`config.mk`:
```
export PLATFORM = sky130hd
export DESIGN_NAME = util_spi_master
export DESIGN_NICKNAME = d
export VERILOG_FILES = /design/src/rtl/util_spi_master.sv
export SDC_FILE = /design/constraint.sdc
export NUM_CORES = 1
export LEC_CHECK = 0
export CORE_MARGIN = 4
export CORE_UTILIZATION = 39
export CTS_CLUSTER_DIAMETER = 100
export DETAILED_ROUTE_END_ITERATION = 6
export PLACE_DENSITY_LB_ADDON = 0.1
export SLEW_MARGIN = 20
export SYNTH_ARGS = -nofsm -noshare
export SYNTH_HDL_FRONTEND = slang
export SYNTH_SLANG_ARGS = --single-unit
```
`constraint.sdc`:
```
create_clock -name clk -period 3.6 [get_ports clk]
set_input_delay 0.54 -clock clk [delete_from_list [all_inputs] [get_ports clk]]
set_output_delay 0.54 -clock clk [all_outputs]
set_load 0.01 [all_outputs]
```
`src/rtl/util_spi_master.sv`:
```
// rtl/util_spi_master.sv - Parametrised multi-slave SPI master engine
// Purpose: turns a valid/ready word-command stream into SPI transfers on one of
// SLAVE_NUM pin lanes, generating CS, SCLK and MOSI and capturing MISO itself.
// Ports:
//   clk, rstn            system clock, asynchronous active-low reset
//   cmd_valid/cmd_ready  command handshake; payload cmd_sel, cmd_wdata, cmd_last
//   rsp_valid/rsp_rdata  one-cycle pulse carrying the received word
//   busy                 high whenever the engine is not idle
//   cs/sclk/mosi/miso    per-slave SPI lanes (cs active low)
module util_spi_master #(
  parameter int   SLAVE_NUM  = 1,
  parameter int   DATA_WIDTH = 8,
  parameter int   CLK_DIV    = 4,
  parameter logic CPOL       = 1'b0,
  parameter logic CPHA       = 1'b0,
  parameter logic MSB_FIRST  = 1'b1,
  parameter int   CS_SETUP   = 2,
  parameter int   CS_HOLD    = 2,
  localparam int  SEL_W      = (SLAVE_NUM > 1) ? $clog2(SLAVE_NUM) : 1
) (
  input  logic                  clk,
  input  logic                  rstn,
  input  logic                  cmd_valid,
  output logic                  cmd_ready,
  input  logic [SEL_W-1:0]      cmd_sel,
  input  logic [DATA_WIDTH-1:0] cmd_wdata,
  input  logic                  cmd_last,
  output logic                  rsp_valid,
  output logic [DATA_WIDTH-1:0] rsp_rdata,
  output logic                  busy,
  output logic [SLAVE_NUM-1:0]  cs,
  output logic [SLAVE_NUM-1:0]  sclk,
  output logic [SLAVE_NUM-1:0]  mosi,
  input  logic [SLAVE_NUM-1:0]  miso
);

  localparam int DIV_W   = (CLK_DIV > 1) ? $clog2(CLK_DIV) : 1;
  localparam int EDGE_W  = $clog2(2 * DATA_WIDTH);
  localparam int TIM_MAX = (CS_SETUP > CS_HOLD) ? CS_SETUP : CS_HOLD;
  localparam int TIM_W   = (TIM_MAX > 1) ? $clog2(TIM_MAX) : 1;
  localparam logic [SEL_W:0] SLAVE_LIM = (SEL_W + 1)'(SLAVE_NUM);

  // DONE is the single cycle after the final SCLK edge in which the response
  // is registered, so rsp_valid appears one cycle after SCLK returns to idle.
  typedef enum logic [2:0] {IDLE, SETUP, SHIFT, DONE, HOLD, CONT} state_t;
  state_t state, state_nxt;

  logic [SEL_W-1:0]      sel_q;
  logic                  last_q;
  logic [DATA_WIDTH-1:0] tx_q;
  logic [DATA_WIDTH-1:0] rx_q;
  logic                  mosi_q;
  logic                  sclk_q;
  logic [DIV_W-1:0]      div_cnt;
  logic [EDGE_W-1:0]     edge_cnt;
  logic [TIM_W-1:0]      tim_cnt;

  logic accept, div_wrap, last_edge, edge_odd, sample_en, shift_en, miso_act;

  function automatic logic first_bit(input logic [DATA_WIDTH-1:0] d);
    return MSB_FIRST ? d[DATA_WIDTH-1] : d[0];
  endfunction

  function automatic logic [DATA_WIDTH-1:0] shift_out(input logic [DATA_WIDTH-1:0] d);
    return MSB_FIRST ? {d[DATA_WIDTH-2:0], 1'b0} : {1'b0, d[DATA_WIDTH-1:1]};
  endfunction

  assign accept    = cmd_valid & cmd_ready;
  assign div_wrap  = (div_cnt == DIV_W'(CLK_DIV - 1));
  assign last_edge = div_wrap && (edge_cnt == EDGE_W'(2 * DATA_WIDTH - 1));
  // edge_cnt counts completed edges, so the edge about to happen is odd when it is even
  assign edge_odd  = ~edge_cnt[0];
  assign sample_en = (state == SHIFT) && div_wrap && (edge_odd != CPHA);
  // With CPHA=0 the first bit is preloaded, so the final (even) edge must not shift
  assign shift_en  = (state == SHIFT) && div_wrap && (edge_odd == CPHA) && !last_edge;
  assign miso_act  = miso[sel_q];
  assign busy      = (state != IDLE);

  always_ff @(posedge clk or negedge rstn) begin
    if (!rstn) state <= IDLE;
    else       state <= state_nxt;
  end

  always_comb begin
    state_nxt = state;
    case (state)
      IDLE:    if (accept) state_nxt = SETUP;
      SETUP:   if (tim_cnt == TIM_W'(CS_SETUP - 1)) state_nxt = SHIFT;
      SHIFT:   if (last_edge) state_nxt = DONE;
      DONE:    state_nxt = last_q ? HOLD : CONT;
      HOLD:    if (tim_cnt == TIM_W'(CS_HOLD - 1)) state_nxt = IDLE;
      CONT:    if (accept) state_nxt = SHIFT;
      default: state_nxt = IDLE;
    endcase
  end

  always_ff @(posedge clk or negedge rstn) begin
    if (!rstn) begin
      cmd_ready <= 1'b0;
      rsp_valid <= 1'b0;
      rsp_rdata <= '0;
      sel_q     <= '0;
      last_q    <= 1'b0;
      tx_q      <= '0;
      rx_q      <= '0;
      mosi_q    <= 1'b0;
      sclk_q    <= CPOL;
      div_cnt   <= '0;
      edge_cnt  <= '0;
      tim_cnt   <= '0;
    end else begin
      rsp_valid <= 1'b0;
      cmd_ready <= (state_nxt == IDLE) || (state_nxt == CONT);

      if (((state == SETUP) || (state == HOLD)) && (state_nxt == state))
        tim_cnt <= tim_cnt + TIM_W'(1);
      else
        tim_cnt <= '0;

      if (accept) begin
        // In CONT the slave selected at the start of the burst is kept
        if (state == IDLE)
          sel_q <= ({1'b0, cmd_sel} < SLAVE_LIM) ? cmd_sel : '0;
        last_q   <= cmd_last;
        div_cnt  <= '0;
        edge_cnt <= '0;
        if (!CPHA) begin
          mosi_q <= first_bit(cmd_wdata);
          tx_q   <= shift_out(cmd_wdata);
        end else begin
          mosi_q <= 1'b0;
          tx_q   <= cmd_wdata;
        end
      end

      if (state == SHIFT) begin
        if (div_wrap) begin
          div_cnt  <= '0;
          edge_cnt <= edge_cnt + EDGE_W'(1);
          sclk_q   <= ~sclk_q;
        end else begin
          div_cnt <= div_cnt + DIV_W'(1);
        end
      end

      if (shift_en) begin
        mosi_q <= first_bit(tx_q);
        tx_q   <= shift_out(tx_q);
      end

      if (sample_en)
        rx_q <= MSB_FIRST ? {rx_q[DATA_WIDTH-2:0], miso_act} : {miso_act, rx_q[DATA_WIDTH-1:1]};

      if (state == DONE) begin
        rsp_valid <= 1'b1;
        rsp_rdata <= rx_q;
      end
    end
  end

  // Only the held lane is driven; all others sit at their idle levels
  always_comb begin
    cs   = '1;
    sclk = {SLAVE_NUM{CPOL}};
    mosi = '0;
    if (state != IDLE) begin
      cs[sel_q]   = 1'b0;
      sclk[sel_q] = sclk_q;
      mosi[sel_q] = mosi_q;
    end
  end

endmodule
```
==> results of run 1 <==
registers in the layout, summed over array words and instances, names as in the netlist, 2 cells and up:
register and flops:
div_cnt 2, edge_cnt 4, rsp_rdata 8, rx_q 8, state 3, tx_q 7
per-layer routing:
metal | vias to the layer above | wire, um | track usage
met5 | - | 0 | 0
met3 | 5 | 160 | 0.0488
li1 | 525 | - | -
met1 | 514 | 1470 | 0.178
met4 | 0 | 57 | 0.0641
met2 | 21 | 1430 | 0.189
cells by family (layout without fill, tap and decap cells):
family | Yosys count | after routing
xor gates and xnor gates | 3 | 3
buffers and inverters | 11 | 39
adders and majority gates | 2 | 2
and+or+nand+nor | 30 | 30
muxes | 34 | 34
DFF | 38 | 38
AOI/OAI and AO/OA | 16 | 16
area by class of cell:
type                    instances  area, sq um  area share
repair buffers                 26          255       0.119
clock buffers                   7         86.3      0.0404
inverters                       5         18.8     0.00878
well taps                      52         65.1      0.0304
clock inverters                 1         5.00     0.00234
flip-flops and latches         38          951       0.445
multi-input cells              85          757       0.354
cell usage after synthesis, drive strengths merged:
| cell type | number |
|---|---|
| o22ai | 1 |
| and2 | 1 |
| o31ai | 1 |
| o311a | 1 |
| nand2 | 10 |
| or3b | 2 |
| nor2b | 3 |
| a21oi | 1 |
| nand2b | 2 |
| and4bb | 1 |
| or4bb | 1 |
| o21ai | 5 |
| nand3b | 1 |
| inv | 5 |
| a21boi | 1 |
| nor3 | 3 |
| a22o | 1 |
| xor2 | 2 |
| xnor2 | 1 |
| mux2 | 31 |
| nor2 | 1 |
| a21o | 2 |
| nand3 | 4 |
| dfrtp | 38 |
| mux2i | 3 |
| o2bb2ai | 1 |
| a221o | 1 |
| buf | 6 |
| nand4 | 1 |
| ha | 2 |
| a211o | 1 |
worst max-delay path by stage:
stage	start	endpoint	slack (ps)	cells after the start
floorplan	state[0]	busy	1890	3
global placement	state[0]	sclk	1460	3
detailed placement	state[0]	cs	1430	2
CTS	state[0]	cs	1090	2
global route	state[0]	cs	1000	2
finish	state[0]	cs	1130	2
through the flow:
| step | instance area, sq um | util | setup slack [ps] |
|---|---|---|---|
| 3_5_place_dp | 2050 | 0.467 | 1430 |
| 3_3_place_gp | 2050 | 0.467 | 1460 |
| 4_1_cts | 2140 | 0.488 | 1090 |
| 5_1_grt | 2140 | 0.488 | 1000 |
| 6_report | 2140 | 0.488 | 1130 |
| 2_1_floorplan | 1770 | - | 1890 |
worst max-delay path: stages (launching register included):
cell	delay, ps
dfrtp_1	530
nor3_1	480
clkdlybuf4s50_1	640
power groups by stage:
stage                     combinational [mW]  sequential (mW)  clock [mW]
after detailed placement               0.434            0.631           0
after global placement                 0.415            0.627           0
after global routing                   0.473            0.641       0.332
final                                  0.427            0.624       0.294
after CTS                              0.434            0.624       0.311
after floorplan                        0.326            0.583           0
==> flow_summary.json, run 1 <==
{
  "outcome": "complete, no violations",
  "setup_viol": 0,
  "cts_buffers": 5,
  "hold_viol_final": 0,
  "grt_max_degree": 39,
  "firstDrtPassIters": 4,
  "grt_pass1_wl_um": 5570,
  "drv_slew": 0,
  "rsz0062_at_grt": "no",
  "drive_gt1_frac": 0.272,
  "internal_power_mw": 0.933,
  "synth_compound_area_frac": 0.0636,
  "period_share": 0.687,
  "timing.rr.start": "state[2]",
  "syn_nets": 150,
  "grt_pass1_vias": 1123,
  "core_area_sq_um": 4380,
  "final_common_cell": "dfrtp_1",
  "r2r_cells": 3,
  "io_pins": 28,
  "routed-via-count": 1065,
  "hold_buffers": 0,
  "worstReg2RegEnd": "rx_q[1]",
  "arrival_ps": 1930,
  "clkTransAtPathRegs_ps": 70,
  "stdcell_count": 214,
  "dieHeight_um": 75.4,
  "synth_top_family_by_area": "multiplexers",
  "fmax_mhz": 404,
  "num-fill-cells": 397,
  "totalWireLength_um": 3120,
  "sw_frac_of_total": 0.307,
  "max-cap-violations": 0,
  "leakage_nw": 0.982,
  "row_count": 24,
  "yosys.area.top_type": "dfrtp_1",
  "final_cell_mix": "dfrtp_1 (38), clkdlybuf4s50_1 (25), mux2_2 (23)",
  "cts_root_buf": "clkbuf_8",
  "hold_path_class": "primary input to asynchronous set/reset pin",
  "ys_seq_area_frac": 0.537,
  "fin_crit_ps": 2470,
  "pwr-share-clk": 0.219,
  "final_nets": 177,
  "wl_per_cell_um": 14.6,
  "hold-worst-slack_ps": 348,
  "synth-xor-area-share": 0.0148,
  "cts_tree": "done",
  "p_seq_frac": 0.464,
  "viasPerCell": 4.98,
  "comb_power_share": 0.317,
  "slew_headroom": 0.449,
  "antenna_found_initial": 0,
  "track_usage": 0.133,
  "syn_area_per_cell_sq_um": 13.2,
  "placed_cells": 206,
  "die_area_sq_um": 5690,
  "h-tree-depth": 2,
  "ys_ff_latch": 38,
  "cts_resized": 0,
  "drc": 0,
  "synthMuxAreaShare": 0.231,
  "cp-start-kind": "flip-flop",
  "cts_sinks": 38,
  "synth_adder_area_share": 0.0141,
  "crit_path_max_fanout": 14,
  "tns_ps": 0,
  "ys_types": 36,
  "r2r_slack_ps": 1590,
  "syn_area_sq_um": 1770,
  "worstSetupPathType": "flip-flop to output port",
  "syn2layout_area_growth_pct": 20.7,
  "cts_setup_buffers": 0,
  "antenna_cells": 0,
  "endpoint_kind": "output port",
  "worst_pin_slew_ps": 827,
  "finalClockSkew_ps": 5.15,
  "first_iter_violations": 68,
  "initial_core_util": 0.404,
  "clock_latency_ps": 280,
  "synth-simple-area-share": 0.104,
  "synthTopCellsByArea": "dfrtp_1 (54%), mux2_2 (15%), mux2_4 (6.8%), nand2_1 (2.1%), mux2i_1 (1.7%)",
  "grt_overflow": 0,
  "syn_inst": 134,
  "power_density_nw_per_um2": 629,
  "synth_warnings": 0,
  "gp_congestion": 0.728,
  "totalPowerFinal_mw": 1.35,
  "die_w_um": 75.4,
  "ant_nets": 0,
  "p_sw_mw": 0.413,
  "synth_top_area_share": 0.537,
  "crit_required_ps": 3060,
  "vdd.ir_drop.worst_uv": 319,
  "dp_hpwl_um": 2160,
  "portBuffers": 26,
  "cts.path.max_buffers": 2
}
(Power assumes the default switching activity.)
==> run 2, diff against run 1 <==
clock period = 2.1 ns   (was 3.6 ns; I/O delays follow)
==> flow_summary.json, run 2 (synthesized netlist as in run 1, its figures left out) <==
{
  "slew_headroom": 0.438,
  "final_common_cell": "dfrtp_1",
  "drv_slew": 0,
  "dp_hpwl_um": 2270,
  "core_area_sq_um": 4380,
  "hold_viol_final": 0,
  "firstDrtPassIters": 4,
  "dieHeight_um": 75.4,
  "clock_latency_ps": 290,
  "routed-via-count": 1120,
  "cp-startpoint": "state[1]",
  "syn2layout_area_growth_pct": 23.4,
  "die_area_sq_um": 5690,
  "crit_family": "buffers and inverters",
  "grt_pass1_wl_um": 5570,
  "track_usage": 0.132,
  "top_layer_used": "met4",
  "comb_power_share": 0.364,
  "wl_met1_um": 1480,
  "rsz0062_at_grt": "no",
  "outcome": "complete, no violations",
  "wl_met2_um": 1560,
  "io_pins": 28,
  "worstReg2RegEnd": "tx_q[5]",
  "arrival_ps": 1570,
  "cp-start-kind": "flip-flop",
  "drive_gt1_frac": 0.304,
  "final_nets": 183,
  "placed_cells": 212,
  "totalWireLength_um": 3220,
  "grt_max_degree": 39,
  "max-cap-violations": 0,
  "tns_ps": 0,
  "cts.path.max_buffers": 2,
  "final_cell_mix": "dfrtp_1 (38), clkdlybuf4s50_1 (25), mux2_2 (23)",
  "max_stage_delay_ps": 570,
  "regArea_sq_um": 951,
  "totalPowerFinal_mw": 2.39,
  "worst-path-buf-inv": 2,
  "worstSetupPathType": "flip-flop to output port",
  "sw_frac_of_total": 0.308,
  "utilization": 0.499,
  "endpoint_kind": "output port",
  "stdcell_count": 220,
  "viasPerCell": 5.09,
  "grt_overflow": 0,
  "p_seq_frac": 0.420,
  "wl_met3_um": 147,
  "vdd.ir_drop.worst_uv": 458,
  "cts_resized": 0,
  "initial_core_util": 0.404,
  "crit_path_max_fanout": 4,
  "cts_tree": "done",
  "row_count": 24,
  "num-fill-cells": 378,
  "placed_cell_area_sq_um": 2090,
  "cts_buffers": 5,
  "antenna_cells": 0,
  "cts_sinks": 38,
  "first_iter_violations": 80,
  "postLayoutCellArea_sq_um": 2190,
  "multiInputGateArea_sq_um": 757,
  "worst_pin_slew_ps": 843,
  "path_cells": "nor3_1 > buf_4 > nor2b_1 > clkdlybuf4s50_1",
  "crit_required_ps": 1780,
  "r2r_cells": 5,
  "power_density_nw_per_um2": 1090,
  "setup_viol": 0,
  "die_w_um": 75.4,
  "fmax_mhz": 530,
  "timing.rr.start": "div_cnt[0]",
  "hold_path_class": "primary input to asynchronous set/reset pin",
  "cp-endpoint": "sclk",
  "portBuffers": 26,
  "gp_congestion": 0.749,
  "r2r_slack_ps": 400,
  "clkTransAtPathRegs_ps": 80,
  "finalClockSkew_ps": 7.51,
  "h-tree-depth": 2,
  "wl_per_cell_um": 14.6,
  "p_sw_mw": 0.736,
  "internal_power_mw": 1.66,
  "period_share": 0.898,
  "fin_crit_ps": 1890,
  "leakage_nw": 1.01,
  "cp.depth": 4,
  "cts_setup_buffers": 0,
  "cts_root_buf": "clkbuf_8",
  "grt_pass1_vias": 1190,
  "drc": 0,
  "top_regs": "rsp_rdata x8, rx_q x8, tx_q x7",
  "hold_buffers": 0,
  "antenna_found_initial": 0,
  "cp_slowest_cell": "clkdlybuf4s50_1",
  "ant_nets": 0,
  "pwr-share-clk": 0.216
}
-- run 2: worst min path at each step --
| stage | cells past startpoint | end | start |
|---|---|---|---|
| 3_5_place_dp | 1 | sclk_q | sclk_q |
| 6_report | 1 | state[2] | rstn |
| 3_3_place_gp | 1 | sclk_q | sclk_q |
| 4_1_cts | 1 | state[2] | rstn |
| 5_1_grt | 1 | rsp_rdata[6] | rstn |
| 2_1_floorplan | 0 | cmd_ready | rstn |
-- run 2: per-stage QoR --
stage / setup WS (ps) / hold WS [ps]
floorplan: 507 / 19.4
global placement: 297 / 449
detailed placement: 259 / 454
CTS: 194 / 150
global route: 126 / 203
finish: 214 / 127
-- run 2: power groups by stage --
stage                     sequential [mW]  clock (mW)  combinational, mW
after floorplan                      1.00           0              0.559
after global placement               1.01           0              0.845
after detailed placement             1.02           0              0.879
after CTS                            1.00       0.542              0.881
after global routing                 1.03       0.572              0.959
final                                1.00       0.517              0.871
-- run 2: area by class of cell --
class,instances,share of cell area
Clock buffer,6,0.0378
Multi-Input combinational cell,85,0.346
Inverter,5,0.00858
Sequential cell,38,0.435
Timing Repair Buffer,32,0.137
Tap cell,52,0.0297
Clock inverter,2,0.00572
-- run 2: routing by layer --
layer / up-vias / global-route usage
li1: 540 / -
met1: 555 / 0.163
met2: 21 / 0.214
met3: 4 / 0.0449
met4: 0 / 0.0466
met5: - / 0
==> run 3, diff against run 2 <==
clock period = 1.8 ns   (was 2.1 ns; I/O delays follow)
==> flow_summary.json, run 3 (synthesized netlist as in run 1, its figures left out) <==
{
  "tns_ps": 0,
  "crit_path_max_fanout": 9,
  "cp-startpoint": "div_cnt[0]",
  "worst_pin_slew_ps": 452,
  "grt_overflow": 0,
  "routed-via-count": 1141,
  "drc": 0,
  "top_regs": "rsp_rdata x8, rx_q x8, tx_q x7",
  "portBuffers": 26,
  "antenna_found_initial": 0,
  "die_area_sq_um": 5690,
  "final_nets": 189,
  "hold_path_class": "primary input to asynchronous set/reset pin",
  "viasPerCell": 5.07,
  "row_count": 24,
  "num-fill-cells": 393,
  "track_usage": 0.131,
  "firstDrtPassIters": 4,
  "pre_cts_ws_ps": 63.8,
  "totalWireLength_um": 3290,
  "postLayoutCellArea_sq_um": 2240,
  "crit_required_ps": 1970,
  "outcome": "complete, no violations",
  "gp_congestion": 0.754,
  "leakage_nw": 1.05,
  "timing.rr.start": "div_cnt[0]",
  "fmax_mhz": 587,
  "core_area_sq_um": 4380,
  "worstReg2RegEnd": "rx_q[2]",
  "cts_root_buf": "clkbuf_8",
  "max-cap-violations": 0,
  "cp-start-kind": "flip-flop",
  "drv_slew": 0,
  "worstSetupPathType": "flip-flop to flip-flop",
  "antenna_cells": 0,
  "r2r_slack_ps": 100,
  "dieHeight_um": 75.4,
  "die_w_um": 75.4,
  "cts.path.max_buffers": 2,
  "fin_crit_ps": 1700,
  "first_iter_violations": 66,
  "hold_viol_final": 0,
  "slew_headroom": 0.699,
  "vdd.ir_drop.worst_uv": 644,
  "rsz0062_at_grt": "no",
  "finalClockSkew_ps": 6.40,
  "ant_nets": 0,
  "h-tree-depth": 2,
  "io_pins": 28,
  "arrival_ps": 1870,
  "setup_viol": 0,
  "drive_gt1_frac": 0.324,
  "placed_cell_area_sq_um": 2130,
  "clock_latency_ps": 290,
  "cts_buffers": 5,
  "r2r_cells": 4,
  "grt_max_degree": 22,
  "cts_sinks": 38,
  "clkTransAtPathRegs_ps": 70,
  "grt_pass1_wl_um": 5490,
  "initial_core_util": 0.404,
  "setup_ws_ps": 97.6,
  "period_share": 0.946,
  "power_density_nw_per_um2": 1230,
  "final_cell_mix": "dfrtp_1 (38), mux2_2 (23), clkdlybuf4s50_1 (21)",
  "dp_hpwl_um": 2340,
  "final_common_cell": "dfrtp_1",
  "cp-endpoint": "rx_q[2]",
  "syn2layout_area_growth_pct": 26.3,
  "grt_pass1_vias": 1173,
  "hold-worst-slack_ps": 458,
  "endpoint_kind": "flip-flop",
  "wl_per_cell_um": 14.6,
  "cts_tree": "done"
}
## run 3: where the power goes
part | leakage [nW] | internal (mW) | switching (mW)
registers | 0.505 | 1.05 | 0.128
clock network | 0.0438 | 0.260 | 0.286
logic | 0.505 | 0.577 | 0.447
total | 1.05 | 1.89 | 0.861
## run 3: repair_timing
action | CTS | global route
hold buffers | 1 | 0
hold endpoints to repair | 17 | 0
gates resized for setup | 5 | 1
pin swaps | 0 | 0
buffers inserted | 2 | 0
setup endpoints to repair | 4 | 1
## run 3: per-layer routing
layer	vias up	track usage	wire [um]
li1	552	-	-
met1	558	0.168	1490
met2	26	0.203	1590
met3	5	0.0462	167
met4	0	0.0524	49
met5	-	0	0
## run 3: layout make-up
type / count / area [sq um] / area share
clock buffer: 5 / 68.8 / 0.0307
inverter: 5 / 18.8 / 0.00838
timing repair buffer: 38 / 355 / 0.159
tap: 52 / 65.1 / 0.0291
multi-input combinational: 85 / 769 / 0.344
sequential: 38 / 951 / 0.425
clock inverter: 2 / 10.0 / 0.00447
## run 3: worst max-delay path: stages, from the launching register on
cell and delay [ps]:
dfrtp_1 380, ha_1 230, and4bb_1 250, nor2b_4 390
mux2_4 330
## run 3: how the worst min path moves through the flow
stage,startpoint,endpoint,slack (ps),cells past startpoint
6_report,rstn,tim_cnt,460,2
5_1_grt,sclk_q,sclk_q,500,1
4_1_cts,rstn,edge_cnt[3],470,2
3_5_place_dp,rstn,tim_cnt,240,1
3_3_place_gp,rstn,tim_cnt,240,1
2_1_floorplan,rstn,cmd_ready,-30,0
## run 3: per-stage QoR
step | utilization | total power [mW] | cells
floorplan | - | 1.82 | 134
global placement | 0.485 | 2.19 | 215
detailed placement | 0.485 | 2.22 | 215
CTS | 0.509 | 2.78 | 225
global route | 0.511 | 2.94 | 225
finish | 0.511 | 2.75 | 225
